`src/rtl/otn_link_pkg.sv`:
```
// Shared constants and helpers for the OTN serial-link emulator.
package otn_link_pkg;

  localparam logic [15:0] LFSR_POLY = 16'hB400;
  localparam logic        DATA_IDLE = 1'b1;
  localparam logic        ACK_IDLE  = 1'b0;
  localparam int          ERR_CNT_W = 16;

  typedef logic [ERR_CNT_W-1:0] err_cnt_t;

  // Galois right-shift step; feedback taps apply when the bit shifted out is 1.
  function automatic logic [15:0] lfsr_next(input logic [15:0] s);
    return (s >> 1) ^ (s[0] ? LFSR_POLY : 16'h0000);
  endfunction

endpackage

```
`src/rtl/otn_delay_line.sv`:
```
// Fixed-latency shift register; every stage resets to RST_VAL so a reset flushes in-flight bits.
module otn_delay_line
  import otn_link_pkg::*;
#(
  parameter int   WIDTH   = 1,
  parameter int   DEPTH   = 8,
  parameter logic RST_VAL = ACK_IDLE
) (
  input  logic             clk,
  input  logic             rst_n,
  input  logic [WIDTH-1:0] din,
  output logic [WIDTH-1:0] dout
);

  logic [WIDTH-1:0] stage_p [DEPTH];

  always_ff @(posedge clk or negedge rst_n) begin
    if (!rst_n) begin
      for (int i = 0; i < DEPTH; i++) stage_p[i] <= {WIDTH{RST_VAL}};
    end else begin
      stage_p[0] <= din;
      for (int i = 1; i < DEPTH; i++) stage_p[i] <= stage_p[i-1];
    end
  end

  assign dout = stage_p[DEPTH-1];

endmodule

```
`src/rtl/otn_link_emu.sv`:
```
// Serial-link emulator: delayed data/ack lanes with bit-error injection, link-down and flip counting.
module otn_link_emu
  import otn_link_pkg::*;
#(
  parameter int          LANES        = 1,
  parameter int          DATA_DELAY   = 8,
  parameter int          ACK_DELAY    = 8,
  parameter int          ERR_INTERVAL = 1024,
  parameter logic [15:0] ERR_MASK     = 16'h03FF,
  parameter logic [15:0] LFSR_SEED    = 16'hACE1
) (
  input  logic                 i_clk,
  input  logic                 i_rst,
  input  logic                 i_link_up,
  input  logic                 i_corrupt_en,
  input  logic                 i_corrupt_mode,
  input  logic                 i_cnt_clr,
  input  logic [LANES-1:0]     i_otn_tx_data,
  output logic [LANES-1:0]     o_otn_rx_data,
  input  logic [LANES-1:0]     i_otn_rx_ack,
  output logic [LANES-1:0]     o_otn_tx_ack,
  output logic                 o_err_pulse,
  output logic [ERR_CNT_W-1:0] o_err_cnt
);

  localparam int PER_W = (ERR_INTERVAL > 1) ? $clog2(ERR_INTERVAL) : 1;
  localparam int PTR_W = (LANES > 1) ? $clog2(LANES) : 1;
  localparam logic [PER_W-1:0] PER_LAST = PER_W'(ERR_INTERVAL - 1);
  localparam logic [PTR_W-1:0] PTR_LAST = PTR_W'(LANES - 1);

  logic [15:0]      lfsr;
  logic [PER_W-1:0] per_cnt;
  logic [PTR_W-1:0] lane_ptr;
  logic             flip_p0;
  logic             flip_p1;
  logic [LANES-1:0] flip_mask;
  logic [LANES-1:0] data_entry;
  logic [LANES-1:0] ack_entry;
  err_cnt_t         err_cnt;

  function automatic err_cnt_t sat_inc(input err_cnt_t v);
    return (v == '1) ? v : v + err_cnt_t'(1);
  endfunction

  // Stage p0: flip decision and delay-line entry values
  always_comb begin
    flip_p0 = 1'b0;
    if (i_link_up && i_corrupt_en)
      flip_p0 = i_corrupt_mode ? ((lfsr & ERR_MASK) == 16'h0000) : (per_cnt == PER_LAST);
  end

  always_comb begin
    flip_mask = '0;
    if (flip_p0) flip_mask[lane_ptr] = 1'b1;
  end

  assign data_entry = i_link_up ? (i_otn_tx_data ^ flip_mask) : {LANES{DATA_IDLE}};
  assign ack_entry  = i_link_up ? i_otn_rx_ack : {LANES{ACK_IDLE}};

  // Stage p1: injector state, registered pulse and saturating count
  always_ff @(posedge i_clk or negedge i_rst) begin
    if (!i_rst) begin
      lfsr     <= LFSR_SEED;
      per_cnt  <= '0;
      lane_ptr <= '0;
      flip_p1  <= 1'b0;
      err_cnt  <= '0;
    end else begin
      if (i_corrupt_en) lfsr <= lfsr_next(lfsr);
      if (!i_corrupt_en || i_corrupt_mode)
        per_cnt <= '0;
      else if (i_link_up)
        per_cnt <= (per_cnt == PER_LAST) ? '0 : per_cnt + PER_W'(1);
      if (flip_p0) lane_ptr <= (lane_ptr == PTR_LAST) ? '0 : lane_ptr + PTR_W'(1);
      flip_p1 <= flip_p0;
      // A clear wins over a coincident flip; the pulse still reports that flip.
      if (i_cnt_clr)
        err_cnt <= '0;
      else if (flip_p0)
        err_cnt <= sat_inc(err_cnt);
    end
  end

  assign o_err_pulse = flip_p1;
  assign o_err_cnt   = err_cnt;

  otn_delay_line #(
    .WIDTH  (LANES),
    .DEPTH  (DATA_DELAY),
    .RST_VAL(DATA_IDLE)
  ) u_data_dly (
    .clk  (i_clk),
    .rst_n(i_rst),
    .din  (data_entry),
    .dout (o_otn_rx_data)
  );

  otn_delay_line #(
    .WIDTH  (LANES),
    .DEPTH  (ACK_DELAY),
    .RST_VAL(ACK_IDLE)
  ) u_ack_dly (
    .clk  (i_clk),
    .rst_n(i_rst),
    .din  (ack_entry),
    .dout (o_otn_tx_ack)
  );

endmodule

```
`config.mk`:
```
export PLATFORM = sky130hd
export DESIGN_NAME = otn_link_emu
export DESIGN_NICKNAME = d
export VERILOG_FILES = /design/src/rtl/otn_link_pkg.sv /design/src/rtl/otn_delay_line.sv /design/src/rtl/otn_link_emu.sv
export SDC_FILE = /design/constraint.sdc
export NUM_CORES = 1
export LEC_CHECK = 0
export BUFFER_PORTS_ARGS = -buffer_cell sky130_fd_sc_hd__buf_4
export CAP_MARGIN = 20
export CORE_ASPECT_RATIO = 0.7
export CORE_MARGIN = 2
export CORE_UTILIZATION = 45
export CTS_CLUSTER_DIAMETER = 50
export DETAILED_ROUTE_END_ITERATION = 12
export PLACE_DENSITY = 0.67
export SYNTH_ARGS = -nofsm -noshare
export SYNTH_HDL_FRONTEND = slang
export SYNTH_SLANG_ARGS = --single-unit
```
`constraint.sdc`:
```
create_clock -name i_clk -period 5.06 [get_ports i_clk]
set_input_delay 0.506 -clock i_clk [delete_from_list [all_inputs] [get_ports i_clk]]
set_output_delay 0.506 -clock i_clk [all_outputs]
set_load 0.005 [all_outputs]
```
# After elaboration in Yosys (flattened, before gate mapping)
# Cells that the tools add are included.
# W data, S select, Z words.
# op_classes
add_sub_neg,3
n_lt_le_gt_ge,2
eq_ne,3
mux,14
n_bitwise,2
reduce_logical,8
# ops
operator,n
$mux W16,4
$mux W10,3
$add A16 B1 Y16 const B,1
$eq A16 B16 Y1 const B,1
$logic_not A16 Y1,1
$xor A15 B16 Y16,1
$add A10 B1 Y10 const B,1
$eq A10 B10 Y1 const B,1
$mux W1,7
$reduce_bool A2 Y1,2
$logic_and A1 B1 Y1,2
$ne A2 B2 Y1 const B,1
$reduce_and A2 Y1,1
$add A1 B1 Y1 const B,1
$ge A1 B1 Y1 const B,1
$logic_not A1 Y1,1
$logic_or A1 B1 Y1,1
$lt A1 B1 Y1 const B,1
$xor A1 B1 Y1,1
# totals
register_bits,60
inputBits,8
elab_cells,53

# Longest topological paths before layout
# Gate-level depths: netlist of the first run.
# logic_depth
ltp_word,6
mapped_depth,7
mapped_depth_nobuf,6

# Cells and area by module
# Synthesis of the first run repeated with hierarchy kept, for this count alone.
# hier_totals
cells_unflattened,222
hier_area_um2,2565.0
# by_module_without_submodules
mod,n_inst,cells_each,area_each_um2
otn_link_emu,1,206,2154.6
otn_delay_line at u_data_dly,1,8,210.2
otn_delay_line at u_ack_dly,1,8,200.2

# Worst setup path after synthesis of the first run
# Ideal clock, no wire load.
# synth_timing
path_type,input to register
from,input port i_corrupt_mode
to,register err_cnt[10] (netlist: o_err_cnt[10])
setup_ns,0.125
arrival_ns,1.900
path_slack_ns,3.035
path_stages,5
cell_sequence,nand4b_4 or4_4 a211oi_2 nand3_2 mux2_4
# synth_between
elab_chain_len,4
# synth_lines
element,line,source
from (decl),otn_link_emu.sv:16,"input logic i_corrupt_mode,"
$mux W1,otn_link_emu.sv:49,flip_p0 = i_corrupt_mode ? ((lfsr & ERR_MASK) == 16'h0000) : (per_cnt == PER_LAST);
$mux W1,otn_link_emu.sv:48,if (i_link_up && i_corrupt_en)
$reduce_bool A2 Y1 (no line),--,
$reduce_and A2 Y1 (no line),--,
to (signal assigned),otn_link_emu.sv:80,err_cnt <= sat_inc(err_cnt);
to (decl),otn_link_emu.sv:39,err_cnt_t err_cnt;
# Every way passes these cells.
# A chain may end at the register's enable or synchronous reset.

# Worst setup path after layout of the first run
# layout_timing
from,register err_cnt[0] (netlist: o_err_cnt[0])
to,register err_cnt[5] (netlist: o_err_cnt[5])
# layout_between
elab_chain_len,4
word_cells_on_any_way,7
classes_between,add/sub (1); eq/ne (2); mux (3); reduce/logical (1)
# layout_lines
element,line,source
$add A16 B1 Y16,otn_link_emu.sv:42,return (v == '1) ? v : v + err_cnt_t'(1);
$mux W16,otn_link_emu.sv:42,
$mux W16,otn_link_emu.sv:79,else if (flip_p0)
$mux W16,otn_link_emu.sv:77,if (i_cnt_clr)
# Parallel ways exist; a longest one is shown, timed or not. The select of a mux whose other input is x is not followed.

==> metrics.yaml, run 1 <==
setup_tns_ps: 0
period_share_pct: 47.88
drt_iter0_markers: 64
grt_pass1_wl_mm: 7.948
rsz0062_at_grt: "no"
synth_seq_cells: 59
clkLatencyLatePin_ps: 330
cp_data_required_time_ps: 5280
yosysSeqAreaShare_pct: 58.86
clockBufferDepth: 2
floorplan.die_area_sq_um: 6277
die_y_um: 66.89
hold_viol: 0
grt.overflow.total: 0
fp.dieW_um: 93.84
period_minus_slack_ps: 2423
grt_pass1_vias: 1670
synth_area_sq_um: 2542
gr-usage-met3_pct: 7.240
core_area_sq_um: 5340
drc: 0
slew_headroom_pct: 43.64
cts_made_buffers: 9
io_buffers: 26
clockRootBuffer: "clkbuf_8"
syn_inst: 221
drive_gt1_share_pct: 31.13
hp-class: "input pin to asynchronous set/reset pin"
synth_warnings: 0
cp.arrival_ps: 2650
grtUsageTotal_pct: 16.94
final_cell_mix: "43 x dfrtp_1, 26 x buf_4, 24 x nor2_1, 16 x dfstp_2"
grt_max_degree: 60
place_area_sq_um: 2804
setup_violations: 0
irDropWorstVdd_v: 0.0002700
drv_slew: 0
cts_resized: 0
syn-num-nets: 231
met1_usage_pct: 22.75
r2r_start: "o_err_cnt[0]"
area_delta_synth_final_pct: 18.85
start_util_pct: 47.61
r2r.worst_path.cells: 6
cts.sinks: 59
path_max_fanout: 13
wl_mm: 4.507
finalNetCount: 262
yosys.cell_types.count: 41
final_common_cell: "dfrtp_1"
first_pass_iters: 4
post-route-cell-area_sq_um: 3022
syn_avg_cell_area_sq_um: 11.50
io-pin-count: 27
crit_path_start_kind: "flop"
cts_setup_buffers: 0
place.gp.congestion: 0.7387
end_kind: "flop"
path_class: "flop to flop"
status: "completed"
vias_per_cell: 5.131
grt-busiest-layer: "met2"
diodes: 0
num_vias: 1688
grt_use_met2_pct: 24.20
holdBufCountCts: 0
cts_max_level: 3
tightest_slew_ps: 845.4
detail_route.wl_per_cell_um: 13.70
timing.rr.end: "o_err_cnt[5]"
max_freq_mhz: 412.8
cts.clk_slew.worst_paths_ps: 70
timing.clock.skew_ps: 7.703
regToRegSetupSlack_ps: 2640
cts_tree: "yes"
power_density_nw_per_um2: 396.7
antenna_left: 0
antenna_found_initial: 0
rows: 22
leakage_nw: 1.284
dp_hpwl_mm: 2.957
max_cap_violations: 0
## layer usage
metal / part of all wire (%) / up-vias
li1: - / 842
met1: 52 / 811
met2: 41 / 28
met3: 5.2 / 7
met4: 1.3 / 0
met5: 0 / -
## metrics by stage
step / power [mW] / std cells / setup slack (ps) / hold WS (ps) / utilization, %
6_report: 1.199 / 329 / 2637 / 222.4 / 56.58
5_1_grt: 1.268 / 329 / 2444 / 266.6 / 56.58
4_1_cts: 1.220 / 329 / 2637 / 246.7 / 56.58
3_5_place_dp: 0.7458 / 313 / 2518 / 334.7 / 52.51
3_3_place_gp: 0.7423 / 313 / 2581 / 333.6 / 52.51
2_1_floorplan: 0.7060 / 221 / 3035 / 210.4 / -
## worst max-delay path by stage
stage	start	to	depth (start not counted)
global placement	i_corrupt_en	o_err_cnt[5]	6
global route	o_err_cnt[0]	o_err_cnt[5]	6
CTS	o_err_cnt[0]	o_err_cnt[5]	6
floorplan	i_corrupt_mode	o_err_cnt[10]	5
finish	o_err_cnt[0]	o_err_cnt[5]	6
detailed placement	i_corrupt_en	o_err_cnt[5]	6
## report_power, final
| part | total, mW | switching (mW) | internal [mW] |
|---|---|---|---|
| registers | 0.618 | 0.0492 | 0.569 |
| clock network | 0.464 | 0.186 | 0.278 |
| logic | 0.117 | 0.0458 | 0.0708 |
## layout make-up
| cell class | count | area [sq um] |
|---|---|---|
| clock inverter | 6 | 90.09 |
| multi-input combinational | 151 | 1003 |
| tap | 72 | 90.09 |
| fill | 474 | 2318 |
| clock buffer | 10 | 127.6 |
| inverter | 5 | 18.77 |
| timing repair buffer | 26 | 195.2 |
| sequential | 59 | 1496 |
## cell families after synthesis
| logic type | Yosys count | synth area share, % |
|---|---|---|
| buffers and inverters | 11 | 1.673 |
| adders and majority gates | 2 | 0.9841 |
| muxes | 16 | 7.185 |
| and+or+nand+nor | 87 | 18.50 |
| xor gates and xnor gates | 15 | 5.167 |
| AOI/OAI and AO/OA | 31 | 7.628 |
| DFF | 59 | 58.86 |
## critical path, cell delays in order, from the launching register on
cell     delay, ps
dfrtp_1        420
ha_1           190
inv_1           60
or4_1          550
o22ai_1        660
nor4_1         120
mux2_2         300
## cell usage after synthesis
library cell  instances  area (sq um)
buf_1                 2         7.510
nand4_1               6         37.54
nand2_1              15         56.30
a2111oi_2             2         30.03
or2_2                 1         6.260
inv_1                 5         18.77
buf_2                 1         5.000
xor2_1                7         61.31
a31o_1                1         8.760
dfstp_2              16         420.4
xnor2_1               8         70.07
o21bai_1              1         7.510
o22ai_1               1         6.260
o2111ai_1             1         8.760
mux2_4                1         15.01
a211oi_2              1         12.51
nor4_1                4         25.02
nand3_1               9         45.04
nand2b_1              2         12.51
mux2i_1               1         10.01
nand4b_4              1         23.77
nand2_2               1         6.260
o21ai_0               9         45.04
and4b_1               1         10.01
ha_1                  2         25.02
nand3_2               1         10.01
or4_1                 1         7.510
and3_1                1         6.260
and2_1                1         6.260
nor2b_1               2         12.51
and4_1                1         8.760
a21oi_1              15         75.07
nor3b_1               3         22.52
dfrtp_1              43          1076
nor2_1               24         90.09
or4_4                 1         11.26
nor3_1                3         15.01
mux2_2               14         157.7
nand3b_1              1         7.510
or3_1                 8         50.05
clkbuf_1              3         11.26
## sequential cells by signal, summed over array words and instances, names as in the netlist
signal / cells
u_ack_dly.stage_p: 7
per_cnt: 10
u_data_dly.dout: 1
u_data_dly.stage_p: 7
o_err_pulse: 1
u_ack_dly.dout: 1
o_err_cnt: 16
lfsr: 16
Power figures use the tool's default switching activity.
==> inputs of run 2 (changes only) <==
- clock period: 5.06 -> 2.3 ns (I/O delays scaled with it)
==> run 2 against run 1 <==
Compared with the run above:
- routed wire length is 0.44% higher
- combinational power is 120% higher
- count of clock-buffer cells in the layout stayed put
- clock skew is 1.4 ps higher
- fmax is 20% higher
- hold slack worse by 180 ps
- clock power is 91% higher
- sequential power is 120% higher
- critical endpoint unchanged
==> metrics.yaml, run 2 (synthesized netlist as in run 1, its figures left out) <==
core_area_sq_um: 5340  # unchanged
dp_hpwl_mm: 3.124  # +5.7%
cts_made_buffers: 9  # unchanged
slew_headroom_pct: 48.82  # +5.2 points
final_cell_mix: "43 x dfrtp_1, 28 x buf_4, 24 x nor2_1, 16 x dfstp_2"
grt_pass1_wl_mm: 7.534  # -5.2%
diodes: 0  # unchanged
grt.overflow.total: 0  # unchanged
floorplan.die_area_sq_um: 6277  # unchanged
grtUsageTotal_pct: 16.63  # -0.31 points
place.gp.congestion: 0.7468  # +1.1%
holdBufCountCts: 1  # +1
intPower_mw: 1.900  # +110%
cts_setup_buffers: 0  # unchanged
final_common_cell: "dfrtp_1"
fin_util_pct: 56.44  # -0.14 points
die_y_um: 66.89  # unchanged
cp_common_cell: "nor4_1"
drv_slew: 0  # unchanged
antenna_left: 0  # unchanged
io-pin-count: 27  # unchanged
setup_violations: 0  # unchanged
path_max_fanout: 13  # unchanged
r2r.worst_path.cells: 7  # +1
fp.dieW_um: 93.84  # unchanged
cts_resized: 0  # unchanged
cp_data_required_time_ps: 2530  # -2750 ps
start_util_pct: 47.61  # unchanged
grt_max_degree: 60  # unchanged
setup_tns_ps: 0  # unchanged
max_cap_violations: 0  # unchanged
io_buffers: 26  # unchanged
clockPowerShare_pct: 35.4  # -3.3 points
drive_gt1_share_pct: 31.54  # +0.41 points
path_cells: "ha_1 -> nand3_1 -> nor4_1 -> o22ai_1 -> buf_4 -> nor4_1 -> mux2_2"
timing.clock.skew_ps: 9.076  # +1.373 ps
crit_path_start_kind: "flop"
vias_per_cell: 5.175  # +0.86%
num_vias: 1718  # +1.8%
rsz0062_at_grt: "no"
max_stage_delay_ps: 380  # -280 ps
crit_slowest_cell: "dfrtp_1"
hp-class: "input pin to flop"
drc: 0  # unchanged
cts.sinks: 59  # unchanged
finalNetCount: 265  # +1.1%
grt_pass1_vias: 1541  # -7.7%
leakage_nw: 1.287  # +0.25%
cts_max_level: 3  # unchanged
hold_depth: 2
p_seq_share_pct: 54.2  # +2.6 points
end_kind: "flop"
period_minus_slack_ps: 2023  # -400.0 ps
rows: 22  # unchanged
clockRootBuffer: "clkbuf_8"
clockBufferDepth: 2  # unchanged
swShare_pct: 24.09  # +0.62 points
power_frac_comb_pct: 10.4  # +0.7 points
path_class: "flop to flop"
irDropWorstVdd_v: 0.0005748  # +110%
clkLatencyLatePin_ps: 340  # about the same
detail_route.wl_per_cell_um: 13.64  # -0.46%
power_density_nw_per_um2: 830.5  # +110%
area_delta_synth_final_pct: 18.55
p_switching_mw: 0.6030  # +110%
period_share_pct: 87.94  # +40 points
hold_viol: 0  # unchanged
tightest_slew_ps: 760.7  # -84.72 ps
cp.arrival_ps: 2250  # -400 ps
finalHoldWorstSlack_ps: 43.37  # -179.1 ps
wl_mm: 4.527  # +0.44%
first_pass_iters: 4  # unchanged
cts.clk_slew.worst_paths_ps: 70  # about the same
status: "completed"
max_freq_mhz: 494.4  # +20%
antenna_found_initial: 0  # unchanged
drt_iter0_markers: 87  # +36%
fillers: 492  # +3.8%
cts_tree: "yes"
-- run 2: cell types whose count changed in the layout (fill, tap and decap cells not counted) --
| cell | previous run | this run |
|---|---|---|
| clkinv_2 | 1 | 4 |
| buf_4 | 26 | 28 |
| clkinv_4 | 2 | 0 |
| bufinv_16 | 2 | 1 |
| dlygate4sd3_1 | 0 | 1 |
-- run 2: per-stage QoR --
step	setup slack [ps]	instance area, sq um	total power [mW]	std cells
6_report	277.4	3014	2.503	332
5_1_grt	146.0	3014	2.648	332
4_1_cts	262.7	3014	2.543	332
3_5_place_dp	268.7	2819	1.640	315
3_3_place_gp	268.2	2819	1.632	315
2_1_floorplan	368.2	2542	1.553	221
-- run 2: power groups by stage --
stage / Sequential [mW] / Combinational, mW / Clock (mW)
floorplan: 1.33 / 0.220 / 0
global placement: 1.37 / 0.259 / 0
detailed placement: 1.38 / 0.265 / 0
CTS: 1.36 / 0.266 / 0.918
global route: 1.38 / 0.301 / 0.966
finish: 1.36 / 0.259 / 0.886
-- run 2: cell type report --
type	instances	area, sq um	share of cell area [%]
sequential	59	1496	49.65
multi-input combinational	151	1003	33.29
timing repair buffer	29	220.2	7.306
clock buffer	10	127.6	4.234
tap	72	90.09	2.989
clock inverter	6	57.56	1.910
inverter	5	18.77	0.6227
-- run 2: worst max-delay path, delay by kind of cell, from the launching register on --
kind,cells,cell delay (ps)
adders and majority gates,1,200
buffers and inverters,1,190
muxes,1,370
and+or+nand+nor,3,620
AOI/OAI and AO/OA,1,150
DFF,1,380
-- run 2: final timing paths --
path                                    endpoint  slack (ps)                  from
min in group asynchronous           o_err_cnt[3]         470                 i_rst
max in group asynchronous           o_err_cnt[6]        1320                 i_rst
hold reg to reg             u_ack_dly.stage_p[2]         340  u_ack_dly.stage_p[3]
setup / recovery                    o_err_cnt[5]         280            per_cnt[0]
setup reg to reg                    o_err_cnt[5]         280            per_cnt[0]
hold / removal             u_data_dly.stage_p[7]          40         i_otn_tx_data
-- run 2: layer usage --
layer,global-route usage [%],wire (um),up-vias
li1,-,-,849
met1,23.28,2406,830
met2,21.52,1837,31
met3,9.163,218,8
met4,5.435,65,0
met5,0,0,-
==> inputs of run 3 (changes only) <==
- clock period: 2.3 -> 2 ns (I/O delays scaled with it)
==> run 3 against run 2 <==
Compared with the run above:
- via count up 6.7%
- non-clock buffer count up 17
- design area up 7.9%
- combinational power up 17%
- clock skew down 0.58 ps
- fmax up 5.0%
- largest power group unchanged
- cell count up 5.1%
- global-route usage up 1.4 points
- die area unchanged
- hold slack worse by 22 ps
- sequential power up 15%
- clock power up 21%
==> metrics.yaml, run 3 (synthesized netlist as in run 1, its figures left out) <==
clockRootBuffer: "clkbuf_8"
drc: 0  # unchanged
final_common_cell: "buf_4"
power_mw: 2.949  # +18%
power_density_nw_per_um2: 906.5  # +9.2%
status: "completed"
first_pass_iters: 4  # unchanged
cts.sinks: 59  # unchanged
period_share_pct: 96.35  # +8.4 points
antenna_found_initial: 0  # unchanged
cts_max_level: 3  # unchanged
fp.dieW_um: 93.84  # unchanged
setup_ws_ps: 72.98  # -204.4 ps
wl_met2_mm: 2.110  # +15%
route.met3.wl_um: 282  # +29%
fillers: 427  # -13%
grt_pass1_vias: 1769  # +15%
setup_tns_ps: 0  # unchanged
cp.arrival_ps: 2140  # -110 ps
clockBufferDepth: 2  # unchanged
wl_mm: 4.939  # +9.1%
cts_setup_buffers: 0  # unchanged
grtUsageTotal_pct: 18.00  # +1.4 points
routed.top_layer: "met4"
cp_data_required_time_ps: 2220  # -310 ps
grt_max_degree: 60  # unchanged
finalHoldWorstSlack_ps: 20.96  # -22.41 ps
end_kind: "flop"
vias_per_cell: 5.252  # +1.5%
leakage_nw: 1.397  # +8.6%
io-pin-count: 27  # unchanged
timing.clock.skew_ps: 8.492  # -0.5843 ps
die_y_um: 66.89  # unchanged
start_util_pct: 47.61  # unchanged
diodes: 0  # unchanged
setup_violations: 0  # unchanged
max_cap_violations: 0  # unchanged
hp-class: "input pin to flop"
drive_gt1_share_pct: 38.27  # +6.7 points
grt.overflow.total: 0  # unchanged
detail_route.wl_per_cell_um: 14.15  # +3.8%
met1_length_mm: 2.494  # +3.7%
dp_hpwl_mm: 3.228  # +3.3%
clkLatencyLatePin_ps: 330  # about the same
irDropWorstVdd_v: 0.0007151  # +24%
core_area_sq_um: 5340  # unchanged
path_max_fanout: 4  # -9
num_vias: 1833  # +6.7%
crit_path_start_kind: "flop"
hold_viol: 0  # unchanged
rsz0062_at_grt: "yes"
dp_slack_ps: -199.9  # -468.6 ps
slew_headroom_pct: 51.58  # +2.8 points
area_delta_synth_final_pct: 27.95
cts_made_buffers: 9  # unchanged
drv_slew: 0  # unchanged
finalNetCount: 282  # +6.4%
drt_iter0_markers: 106  # +22%
cts_tree: "yes"
cts.clk_slew.worst_paths_ps: 60  # about the same
grt_pass1_wl_mm: 8.493  # +13%
floorplan.die_area_sq_um: 6277  # unchanged
tightest_slew_ps: 726.3  # -34.42 ps
period_minus_slack_ps: 1927  # -95.62 ps
fin_util_pct: 60.92  # +4.5 points
antenna_left: 0  # unchanged
max_freq_mhz: 518.9  # +5.0%
place.gp.congestion: 0.7565  # +1.3%
io_buffers: 26  # unchanged
rows: 22  # unchanged
path_class: "flop to flop"
final_cell_mix: "44 x buf_4, 43 x dfrtp_1, 24 x nor2_1, 16 x dfstp_2"
## run 3: path summary, 6_finish.rpt
path	slack [ps]	cells after the start	end	startpoint
worst min register to register	350	0	u_ack_dly.stage_p[5]	u_ack_dly.stage_p[6]
max in group asynchronous	1050	2	per_cnt[7]	i_rst
worst max register to register	70	7	o_err_cnt[14]	per_cnt[0]
worst max-delay path	70	7	o_err_cnt[14]	per_cnt[0]
min in group asynchronous	480	2	o_err_cnt[2]	i_rst
worst min-delay path	20	2	u_data_dly.stage_p[7]	i_otn_tx_data
## run 3: layout make-up
class                           count  area, sq um  share of cell area (%)
Clock buffer                       10        137.6                   4.231
Clock inverter                      6        65.06                   2.000
Inverter                            5        18.77                  0.5769
Multi-Input combinational cell    151         1094                   33.62
Sequential cell                    59         1496                   46.00
Tap cell                           72        90.09                   2.769
Timing Repair Buffer               46        351.6                   10.81
## run 3: timing repair
| action | 4_1_cts | 5_1_grt |
|---|---|---|
| hold buffers | 1 | 0 |
| gates cloned | 0 | 0 |
| gates resized for setup | 6 | 7 |
| setup endpoints to repair | 8 | 7 |
| endpoints found under the hold margin | 43 | 0 |
| pin swaps | 0 | 2 |
## run 3: power by group
group          total [mW]  switching [mW]  internal, mW
registers            1.57           0.132          1.44
clock network        1.07           0.466         0.608
logic               0.304           0.120         0.184
total                2.95           0.718          2.23
## run 3: through the flow
step                      cell area [sq um]  std cells
after floorplan                        2542        221
after global placement                 2947        332
after detailed placement               2947        332
after CTS                              3208        349
after global routing                   3253        349
final                                  3253        349
## run 3: metal layers
metal  global-route usage, %  vias up
met5                       0        -
met4                   5.797        0
met3                   7.014        4
met2                   24.73       58
met1                   25.89      885
li1                        -      886
## run 3: critical path: stages, from the launching register on
cell and delay (ps):
dfrtp_1 430, ha_4 180, nand3_4 70, or4_4 450, a211oi_4 270, buf_4 170, a21oi_1 50, a31o_1 180
